`src/rtl/psum_pkg.sv`:
```
// Shared definitions for the partial-sum controller: FSM encoding and default widths.
package psum_pkg;
  localparam int PSUM_ADDR_W = 8;
  localparam int PSUM_ROW_W  = 8;

  typedef enum logic [2:0] {
    IDLE  = 3'd0,
    INIT  = 3'd1,
    ACCUM = 3'd2,
    DRAIN = 3'd3,
    FIN   = 3'd4
  } psum_state_t;
endpackage

```
`src/rtl/psum_ctrl_if.sv`:
```
// Control/strobe bundle between the layer sequencer and the partial-sum controller.
// PSUM_CTRL_PERF_EN adds the two performance counters.
interface psum_ctrl_if #(
  parameter int ADDR_W = 8,
  parameter int ROW_W  = 8
);
  logic              start;
  logic              stall;
  logic              in_valid;
  logic [ADDR_W-1:0] cfg_row_len;
  logic [ROW_W-1:0]  cfg_kh;
  logic [ROW_W-1:0]  cfg_rows;
  logic              p_init;
  logic              p_valid_data;
  logic              p_write_zero;
  logic              odd_cnt;
  logic              busy;
  logic              done;
`ifdef PSUM_CTRL_PERF_EN
  logic [31:0]       perf_stall_cyc;
  logic [31:0]       perf_busy_cyc;
`endif

  modport master (
    output start, stall, in_valid, cfg_row_len, cfg_kh, cfg_rows,
`ifdef PSUM_CTRL_PERF_EN
    input  perf_stall_cyc, perf_busy_cyc,
`endif
    input  p_init, p_valid_data, p_write_zero, odd_cnt, busy, done
  );

  modport slave (
    input  start, stall, in_valid, cfg_row_len, cfg_kh, cfg_rows,
`ifdef PSUM_CTRL_PERF_EN
    output perf_stall_cyc, perf_busy_cyc,
`endif
    output p_init, p_valid_data, p_write_zero, odd_cnt, busy, done
  );
endinterface

```
`src/rtl/psum_beat_cnt.sv`:
```
// Wrap counter: counts 0..limit-1 on en, clr has priority; last flags the wrap value.
module psum_beat_cnt #(
  parameter int W = 8
) (
  input  logic         clk,
  input  logic         rst,
  input  logic         en,
  input  logic         clr,
  input  logic [W-1:0] limit,
  output logic [W-1:0] cnt,
  output logic         last
);
  assign last = (cnt == limit - 1'b1);

  always_ff @(posedge clk or posedge rst) begin
    if (rst)      cnt <= '0;
    else if (clr) cnt <= '0;
    else if (en)  cnt <= last ? '0 : cnt + 1'b1;
  end
endmodule

```
`src/rtl/psum_ctrl.sv`:
```
// Partial-sum double-buffer controller: zero-fill, accumulate kh passes per row, drain.
// Optional PSUM_CTRL_PERF_EN adds stall/busy cycle counters.
module psum_ctrl
  import psum_pkg::*;
#(
  parameter int ADDR_W = PSUM_ADDR_W,
  parameter int ROW_W  = PSUM_ROW_W
) (
  input logic       clk,
  input logic       rst,
  psum_ctrl_if.slave io
);
  psum_state_t       state_q, state_d;
  logic [ADDR_W-1:0] len_q;
  logic [ROW_W-1:0]  kh_q, rows_q, row_q, row_d;
  logic              init_q, pvd_q, pwz_q, odd_q, busy_q, done_q;
  logic              init_d, pvd_d, pwz_d, odd_d, busy_d, done_d;
  logic              col_en, kr_en, cnt_clr, cfg_ld;
  logic [ADDR_W-1:0] col;
  logic [ROW_W-1:0]  kr;
  logic              col_last, kr_last;

  // col also paces the INIT and DRAIN phases; it is back at 0 whenever ACCUM starts.
  psum_beat_cnt #(.W(ADDR_W)) u_col (
    .clk(clk), .rst(rst), .en(col_en & ~io.stall), .clr(cnt_clr & ~io.stall),
    .limit(len_q), .cnt(col), .last(col_last)
  );

  psum_beat_cnt #(.W(ROW_W)) u_kr (
    .clk(clk), .rst(rst), .en(kr_en & ~io.stall), .clr(cnt_clr & ~io.stall),
    .limit(kh_q), .cnt(kr), .last(kr_last)
  );

  always_comb begin
    state_d = state_q;
    row_d   = row_q;
    odd_d   = odd_q;
    busy_d  = busy_q;
    init_d  = 1'b0;
    pvd_d   = 1'b0;
    pwz_d   = 1'b0;
    done_d  = 1'b0;
    col_en  = 1'b0;
    kr_en   = 1'b0;
    cnt_clr = 1'b0;
    cfg_ld  = 1'b0;
    case (state_q)
      IDLE: if (io.start) begin
        cfg_ld  = 1'b1;
        cnt_clr = 1'b1;
        busy_d  = 1'b1;
        odd_d   = 1'b0;
        row_d   = '0;
        state_d = (io.cfg_row_len == '0 || io.cfg_kh == '0 || io.cfg_rows == '0) ? FIN : INIT;
      end
      INIT: begin
        init_d = 1'b1;
        col_en = 1'b1;
        if (col_last) state_d = ACCUM;
      end
      ACCUM: if (io.in_valid) begin
        pvd_d  = 1'b1;
        pwz_d  = (kr == '0) && (row_q != '0);
        col_en = 1'b1;
        if (col_last) begin
          kr_en = 1'b1;
          if (kr_last) begin
            odd_d = ~odd_q;
            row_d = row_q + 1'b1;
            if (row_q == rows_q - 1'b1) state_d = DRAIN;
          end
        end
      end
      DRAIN: begin
        pwz_d  = 1'b1;
        col_en = 1'b1;
        if (col_last) state_d = FIN;
      end
      FIN: begin
        done_d  = 1'b1;
        busy_d  = 1'b0;
        state_d = IDLE;
      end
      default: state_d = IDLE;
    endcase
  end

  always_ff @(posedge clk or posedge rst) begin
    if (rst) begin
      state_q <= IDLE;
      len_q   <= '0;
      kh_q    <= '0;
      rows_q  <= '0;
      row_q   <= '0;
      init_q  <= 1'b0;
      pvd_q   <= 1'b0;
      pwz_q   <= 1'b0;
      odd_q   <= 1'b0;
      busy_q  <= 1'b0;
      done_q  <= 1'b0;
    end else if (!io.stall) begin
      state_q <= state_d;
      row_q   <= row_d;
      init_q  <= init_d;
      pvd_q   <= pvd_d;
      pwz_q   <= pwz_d;
      odd_q   <= odd_d;
      busy_q  <= busy_d;
      done_q  <= done_d;
      if (cfg_ld) begin
        len_q  <= io.cfg_row_len;
        kh_q   <= io.cfg_kh;
        rows_q <= io.cfg_rows;
      end
    end
  end

  assign io.p_init       = init_q;
  assign io.p_valid_data = pvd_q;
  assign io.p_write_zero = pwz_q;
  assign io.odd_cnt      = odd_q;
  assign io.busy         = busy_q;
  assign io.done         = done_q;

  a_col_range: assert property (@(posedge clk) disable iff (rst)
    (state_q == ACCUM) |-> (col < len_q));

`ifdef PSUM_CTRL_PERF_EN
  logic [31:0] stall_cyc_q, busy_cyc_q;

  always_ff @(posedge clk or posedge rst) begin
    if (rst) begin
      stall_cyc_q <= '0;
      busy_cyc_q  <= '0;
    end else if (cfg_ld && !io.stall) begin
      stall_cyc_q <= '0;
      busy_cyc_q  <= '0;
    end else if (busy_q) begin
      if (~&busy_cyc_q)              busy_cyc_q  <= busy_cyc_q + 1'b1;
      if (io.stall && ~&stall_cyc_q) stall_cyc_q <= stall_cyc_q + 1'b1;
    end
  end

  assign io.perf_stall_cyc = stall_cyc_q;
  assign io.perf_busy_cyc  = busy_cyc_q;
`endif
endmodule

```
`src/flat_wrapper.sv`:
```
// flat-port wrapper written by rule: the top's interface ports become plain ports
module psum_ctrl_flat import psum_pkg::*;
#(
  parameter int ADDR_W = PSUM_ADDR_W,
  parameter int ROW_W  = PSUM_ROW_W
)
  (clk, rst, io_start, io_stall, io_in_valid, io_cfg_row_len, io_cfg_kh, io_cfg_rows, io_p_init, io_p_valid_data, io_p_write_zero, io_odd_cnt, io_busy, io_done);
  psum_ctrl_if #(.ADDR_W(ADDR_W), .ROW_W(ROW_W)) io_i ();
  input logic clk;
  input logic rst;
  input wire logic [$bits(io_i.start)-1:0] io_start;
  input wire logic [$bits(io_i.stall)-1:0] io_stall;
  input wire logic [$bits(io_i.in_valid)-1:0] io_in_valid;
  input wire logic [$bits(io_i.cfg_row_len)-1:0] io_cfg_row_len;
  input wire logic [$bits(io_i.cfg_kh)-1:0] io_cfg_kh;
  input wire logic [$bits(io_i.cfg_rows)-1:0] io_cfg_rows;
  output wire logic [$bits(io_i.p_init)-1:0] io_p_init;
  output wire logic [$bits(io_i.p_valid_data)-1:0] io_p_valid_data;
  output wire logic [$bits(io_i.p_write_zero)-1:0] io_p_write_zero;
  output wire logic [$bits(io_i.odd_cnt)-1:0] io_odd_cnt;
  output wire logic [$bits(io_i.busy)-1:0] io_busy;
  output wire logic [$bits(io_i.done)-1:0] io_done;
  assign io_i.start = io_start;
  assign io_i.stall = io_stall;
  assign io_i.in_valid = io_in_valid;
  assign io_i.cfg_row_len = io_cfg_row_len;
  assign io_i.cfg_kh = io_cfg_kh;
  assign io_i.cfg_rows = io_cfg_rows;
  assign io_p_init = io_i.p_init;
  assign io_p_valid_data = io_i.p_valid_data;
  assign io_p_write_zero = io_i.p_write_zero;
  assign io_odd_cnt = io_i.odd_cnt;
  assign io_busy = io_i.busy;
  assign io_done = io_i.done;
  psum_ctrl #(.ADDR_W(ADDR_W), .ROW_W(ROW_W)) u_core (.clk(clk), .rst(rst), .io(io_i));
endmodule
```
`config.mk`:
```
export PLATFORM = sky130hd
export DESIGN_NAME = psum_ctrl_flat
export DESIGN_NICKNAME = d
export VERILOG_FILES = /design/src/rtl/psum_pkg.sv /design/src/rtl/psum_ctrl_if.sv /design/src/rtl/psum_beat_cnt.sv /design/src/rtl/psum_ctrl.sv /design/src/flat_wrapper.sv
export SDC_FILE = /design/constraint.sdc
export NUM_CORES = 1
export LEC_CHECK = 0
export CAP_MARGIN = 30
export CORE_MARGIN = 4
export CORE_UTILIZATION = 50
export CTS_BUF_LIST = sky130_fd_sc_hd__clkbuf_8
export CTS_CLUSTER_DIAMETER = 200
export DETAILED_ROUTE_END_ITERATION = 10
export MAX_ROUTING_LAYER = met4
export PLACE_DENSITY_LB_ADDON = 0.15
export REMOVE_ABC_BUFFERS = 1
export SLEW_MARGIN = 0
export SYNTH_ARGS = -nofsm -noshare
export SYNTH_HDL_FRONTEND = slang
export SYNTH_SLANG_ARGS = --single-unit
```
`constraint.sdc`:
```
create_clock -name clk -period 2.5 [get_ports clk]
set_input_delay 0.5 -clock clk [delete_from_list [all_inputs] [get_ports clk]]
set_output_delay 0.5 -clock clk [all_outputs]
set_load 0.01 [all_outputs]
```
==> impl_metrics.ini <==
[pwr]
vdd_drop_max_uv = 502
leakagePower_nw = 1.97
finalPower_mw = 4.66
power-per-cell-area_mw_per_mm2 = 1050

[logic_synthesis]
ys_dominant_reg_cell = sky130_fd_sc_hd__dfrtp_1
ys_types = 56
synth_edf_count = 0
seq_area_frac_synth_pct = 39.4
syn_inst_count = 419
syn-mean-instance-area_um2 = 8.64
syn-cell-area_mm2 = 0.00362
synth_seq_cells = 57
synth_async_sr_flop_share_pct = 100
synthesis.yosys.warnings = 0

[floorplanning]
die_outline_area_mm2 = 0.00866
ios = 35
placeableCoreArea_mm2 = 0.00691
placementRows = 30
die_width_um = 93.1
initial_core_utilization_pct = 52.4
die-height_um = 93.1

[timing]
tightestPinTransition_ns = 0.624
layout_skew_ns = 0.00256
timing.final.hold_violations = 0
min_period_over_period_pct = 95.8
fmaxAchievable_ghz = 0.418
layout_min_cycle_time_ns = 2.39
whs_ns = 0.481
setup_viol = 0
tns_ns = 0
final_max_slew_viol_count = 0
relSlewSlack_pct = 58.1

[global_route]
global_route.usage.total_pct = 21.2
grt_pass1_vias = 3007
grt_pass1_wl_um = 14000
grt.overflow.total = 0
maximum_number_of_pins_on_one_net_before_global_route_repair = 37
grt_antenna_before_repair = 0

[clock_network]
cts_htree_levels = 3
clock_path_buffers = 2
cts_buffer_count = 9
clock_sinks = 57
ctsRootBufferMaster = sky130_fd_sc_hd__clkbuf_8
tritoncts = done
cts.clk_slew.worst_paths_ns = 0.06
clock_latency_ns = 0.34

[routing]
routed_wire_length_per_instance_um = 14.8
ant_nets = 0
remaining_drc_errors = 0
drt-initial-drc-count = 169
detailroute.via_count = 3182
number_of_iterations_in_the_first_detailed_routing_pass = 4
route.final.wire_length_um = 8500
vias_per_cell = 5.52

[job]
max_cap_viols = 0

[cells_and_area]
antenna_cells = 0
nets = 512
drive_gt1_share_pct = 13.8
finish.utilization_pct = 64.1
layout_filler_cell_count = 609
multi_input_area_mm2 = 0.00206
flow.area_growth_from_synthesis_pct = 22.4
finish.cell_count_without_fillers = 576
flip_flop_and_latch_area_mm2 = 0.00143

[critical_path]
crit_arrival_ns = 2.65
timing.critical_path.cells = inv_1, ha_2, and2_4, o21a_1, o31ai_4, o2111a_2, a31oi_4, or4_1, o21ai_0
setup.reg_to_reg.worst_slack_ns = 0.11
critical_path_buf_inv_count = 1
startpoint_class = flop
critical_path_peak_fanout = 4
cp.depth = 9
cp_data_required_time_ns = 2.75
reg2reg_depth = 9
max_stage_delay_ns = 0.54
cpLargestDelayFamily = compound AO/OA/AOI/OAI gates
worstSetupPathType = flop to flop
critical-path-slowest-cell = sky130_fd_sc_hd__or4_1
setup.worst_path.end_class = flop

[worst_hold_path]
timing.hold.worst.class = flop to flop
min_path_cells = 2

[placed_design]
place.detailed.instances = 551
place_congestion = 0.881
place.port_buffers = 34
dp_hpwl_um = 6280

[run_status]
status = completed
[placed cells by master (no fill, tap or decap), types with 3 or more instances in the layout]
cell type,instances
sky130_fd_sc_hd__nand2_1,94
sky130_fd_sc_hd__a221o_1,3
sky130_fd_sc_hd__and3_1,9
sky130_fd_sc_hd__xor2_1,11
sky130_fd_sc_hd__a21oi_1,13
sky130_fd_sc_hd__clkdlybuf4s50_1,34
sky130_fd_sc_hd__ha_1,6
sky130_fd_sc_hd__mux2i_1,6
sky130_fd_sc_hd__nor2_1,23
sky130_fd_sc_hd__a22o_1,5
sky130_fd_sc_hd__nand3b_1,3
sky130_fd_sc_hd__inv_1,15
sky130_fd_sc_hd__o21ai_0,31
sky130_fd_sc_hd__dfrtp_1,57
sky130_fd_sc_hd__nand4_1,8
sky130_fd_sc_hd__xnor2_1,21
sky130_fd_sc_hd__or3_1,5
sky130_fd_sc_hd__o21a_1,3
sky130_fd_sc_hd__buf_4,27
sky130_fd_sc_hd__nand3_1,13
sky130_fd_sc_hd__nor3_1,13
sky130_fd_sc_hd__nor2b_1,6
sky130_fd_sc_hd__nor4_1,11
sky130_fd_sc_hd__clkbuf_8,10
[timing repair]
item                                    4_1_cts  5_1_grt
gates resized for setup                       0        7
hold buffers                                  0        0
buffers inserted                              0        8
endpoints found under the setup margin        0       11
[power breakdown]
part / switching [mW] / total, mW / internal, mW
registers: 0.414 / 1.63 / 1.22
clock network: 0.355 / 0.828 / 0.473
logic: 1.13 / 2.20 / 1.07
[per-stage QoR]
step                setup slack (ns)  cell area (um^2)
finish                         0.105              4430
floorplan                      0.187              3500
global route                 -0.0144              4430
detailed placement            0.0271              4130
global placement              0.0547              4130
CTS                           0.0745              4320
[cells in the mapped netlist, types with 6 or more instances]
cell type	instances	share of area, %
sky130_fd_sc_hd__nand3_1	13	1.8
sky130_fd_sc_hd__nor2_1	23	2.4
sky130_fd_sc_hd__dfrtp_1	57	39
sky130_fd_sc_hd__buf_6	6	1.9
sky130_fd_sc_hd__a21oi_1	14	1.9
sky130_fd_sc_hd__or3_1	6	1.0
sky130_fd_sc_hd__nor3_1	13	1.8
sky130_fd_sc_hd__xor2_1	11	2.7
sky130_fd_sc_hd__clkbuf_1	9	0.93
sky130_fd_sc_hd__xnor2_1	21	5.1
sky130_fd_sc_hd__mux2i_1	6	1.7
sky130_fd_sc_hd__ha_1	8	2.8
sky130_fd_sc_hd__nand4_1	8	1.4
sky130_fd_sc_hd__inv_1	13	1.3
sky130_fd_sc_hd__o21ai_0	31	4.3
sky130_fd_sc_hd__nand2_1	94	9.7
sky130_fd_sc_hd__and3_1	9	1.6
sky130_fd_sc_hd__nor2b_1	6	1.0
sky130_fd_sc_hd__nor4_1	11	1.9
[final timing paths]
| kind | start | end |
|---|---|---|
| worst max-delay path | u_core.len_q[1] | u_core.row_q[0] |
| min in group asynchronous | rst | u_core.kh_q[6] |
| worst min-delay path | u_core.io.done | u_core.io.done |
| worst min register to register | u_core.io.done | u_core.io.done |
| worst max register to register | u_core.len_q[1] | u_core.row_q[0] |
| max in group asynchronous | rst | u_core.rows_q[4] |
[per-layer routing]
layer / up-vias / part of all wire (%) / wire length, um / track usage, %
met5: - / 0 / 0 / -
met2: 54 / 49 / 4140 / 33.6
met4: 0 / 1.5 / 125 / 7.20
met3: 12 / 3.4 / 290 / 4.67
li1: 1596 / - / - / -
met1: 1520 / 46 / 3940 / 26.9
[area by class of cell]
type                    count  area share (%)
multi-input cells         331            46.6
flip-flops and latches     57            32.2
repair buffers             63            13.2
clock buffers              10            3.11
well taps                  96            2.71
clock inverters             6            1.16
inverters                  13            1.10
[worst register-to-register path: cells and delay by family, from the launching register on]
kind | cells | cell delay (ns)
adders and majority gates | 1 | 0.18
AOI/OAI and AO/OA | 5 | 1.02
and+or+nand+nor | 2 | 0.71
buffers and inverters | 1 | 0.06
DFF | 1 | 0.35
[state kept, by name (all words and copies together), names as in the netlist, 3 cells and up]
register          flops
u_core.row_q          8
u_core.kh_q           8
u_core.u_kr.cnt       8
u_core.u_col.cnt      8
u_core.len_q          8
u_core.state_q        3
u_core.rows_q         8
[logic make-up after synthesis]
kind of cell             share of synthesized area (%)
buffers and inverters                             4.77
adder cells (fa/ha/maj)                           2.77
XOR/XNOR                                          7.74
multiplexers                                      2.59
AO/OA/AOI/OAI                                     14.7
AND/OR/NAND/NOR                                   28.0
flip-flops                                        39.4
No activity file was read; power rests on OpenSTA's default activity.
==> edit: new RTL, same flow settings <==
Re-encode `psum_state_t` (5 states) as one-hot, 5 bits wide.
--- a/src/rtl/psum_pkg.sv
+++ b/src/rtl/psum_pkg.sv
@@ -3,12 +3,12 @@
   localparam int PSUM_ADDR_W = 8;
   localparam int PSUM_ROW_W  = 8;
 
-  typedef enum logic [2:0] {
-    IDLE  = 3'd0,
-    INIT  = 3'd1,
-    ACCUM = 3'd2,
-    DRAIN = 3'd3,
-    FIN   = 3'd4
+  typedef enum logic [4:0] {
+    IDLE  = 5'b00001,
+    INIT  = 5'b00010,
+    ACCUM = 5'b00100,
+    DRAIN = 5'b01000,
+    FIN   = 5'b10000
   } psum_state_t;
 endpackage
 
Function: no difference found for any inputs over 4 cycles, from zero or initial values and one cycle with rst high; so few cycles prove little.
==> edit against the unedited design <==
  * Sequential cell count up 2
  * Largest cell class unchanged
  * Area after synthesis down 1.6%
  * Setup slack worse by 0.093 ns
  * Sequential share of layout area down 0.93 points
  * Wire length up 6.2%
  * Power up 15%
  * Final area up 6.8%
  * Utilization up 4.7 points
  * Combinational power up 23%
==> edit: results <==
[outcome]
outcome = finished, final reports clean

[routing]
dr.first_iter.drc_count = 160
detailedRoute.firstPassIterationCount = 6
via_per_inst = 5.45
average_wire_per_standard_cell_um = 15.3

[global_routing]
grt_start_max_net_pins = 35
grt_pass1_wl_um = 15300
grtUsageTotal_pct = 23.1

[worst_setup_path]
worst_flop_to_flop_path_startpoint = u_core.u_kr.cnt[7]
critical_path.max_stage_delay_ns = 0.49
crit_path_max_fanout = 3
critical_path.reg2reg.endpoint = u_core.row_q[3]
rrSetupSlack_ns = 0.01
cp.arrival_ns = 2.77
path_delay_family = simple AND/OR/NAND/NOR gates
r2r_cells = 8

[final_layout]
post_route_cells_drive_above_1_share_pct = 20.9

[pwr]
vdd.ir_drop.worst_mv = 0.651
leakage_power_nw = 2.14

[yosys]
post_synth_most_frequent_cells = 89 x sky130_fd_sc_hd__nand2_1, 58 x sky130_fd_sc_hd__dfrtp_1, 29 x sky130_fd_sc_hd__o21ai_0
synth.lib_cells_used.distinct = 64
ys_seq_area_share_pct = 41.5

[place]
post_dp_hpwl_um = 6330
routabilityCongestion = 0.905

[timing]
timing.slew.headroom_pct = 61.7
clock_skew_ns = 0.0117
whs_ns = 0.480
edit: cell types whose count changed after synthesis, moves of 4 or more:
cell,unedited run,this run
sky130_fd_sc_hd__xor2_1,11,26
sky130_fd_sc_hd__nor3_1,13,9
sky130_fd_sc_hd__a21o_1,1,5
sky130_fd_sc_hd__nand3_1,13,18
sky130_fd_sc_hd__and3_1,9,5
sky130_fd_sc_hd__a21oi_1,14,6
sky130_fd_sc_hd__nand2_1,94,89
sky130_fd_sc_hd__nand4_1,8,3
sky130_fd_sc_hd__or3_1,6,1
sky130_fd_sc_hd__buf_6,6,0
sky130_fd_sc_hd__a22o_1,5,0
sky130_fd_sc_hd__xnor2_1,21,17
edit: repair_timing:
item,4_1_cts,5_1_grt
setup endpoints to repair,17,20
setup buffers,6,1
gates resized for setup,15,12
pin swaps,11,9
edit: cells by family after synthesis:
kind of cell	synth area share (%)
adder cells (fa/ha/maj)	2.81
AND/OR/NAND/NOR	26.8
buffers and inverters	3.44
flip-flops	41.5
XOR/XNOR	10.6
AO/OA/AOI/OAI	13.4
multiplexers	1.48
edit: power by group:
group          internal (mW)  switching, mW
registers               1.25          0.341
logic                   1.30           1.40
clock network          0.682          0.394
total                   3.23           2.13
edit: worst reg2reg max path, delay by kind of cell, from the launching register on:
kind | cells | cell delay, ns
flip-flops | 1 | 0.44
AND/OR/NAND/NOR | 5 | 1.19
XOR/XNOR | 1 | 0.35
AO/OA/AOI/OAI | 2 | 0.45
edit: routing by layer:
metal  part of all wire (%)  track usage, %  up-vias
met3                    5.0            4.71       16
met1                     44            29.0     1543
met2                     50            37.3       77
li1                       -               -     1579
met5                      0               -        -
met4                    1.6            8.04        0
edit: stage by stage:
| step | setup WS, ns | setup TNS, ns | std cells | util (%) | cell area [sq um] |
|---|---|---|---|---|---|
| after global placement | -0.0641 | -0.0641 | 567 | 62.6 | 4300 |
| after CTS | -0.0260 | -0.0438 | 589 | 67.9 | 4660 |
| after floorplan | -0.708 | -10.01 | 394 | - | 3500 |
| final | 0.0120 | 0 | 590 | 68.9 | 4730 |
| after detailed placement | -0.122 | -0.259 | 567 | 62.6 | 4300 |
| after global routing | -0.0949 | -0.767 | 590 | 68.9 | 4730 |
edit: layout make-up:
type / count / area (sq um)
flip-flops and latches: 59 / 1480
repair buffers: 84 / 728
clock inverters: 6 / 104
multi-input cells: 319 / 2100
well taps: 96 / 120
inverters: 16 / 60.1
clock buffers: 10 / 138
fillers: 560 / 2140
edit: worst max path at each step:
stage | slack [ns] | end
after detailed placement | -0.12 | u_core.row_q[3]
final | 0.01 | u_core.row_q[3]
after global placement | -0.06 | u_core.row_q[3]
after CTS | -0.03 | u_core.row_q[3]
after global routing | -0.09 | u_core.row_q[3]
after floorplan | -0.71 | u_core.u_kr.cnt[4]
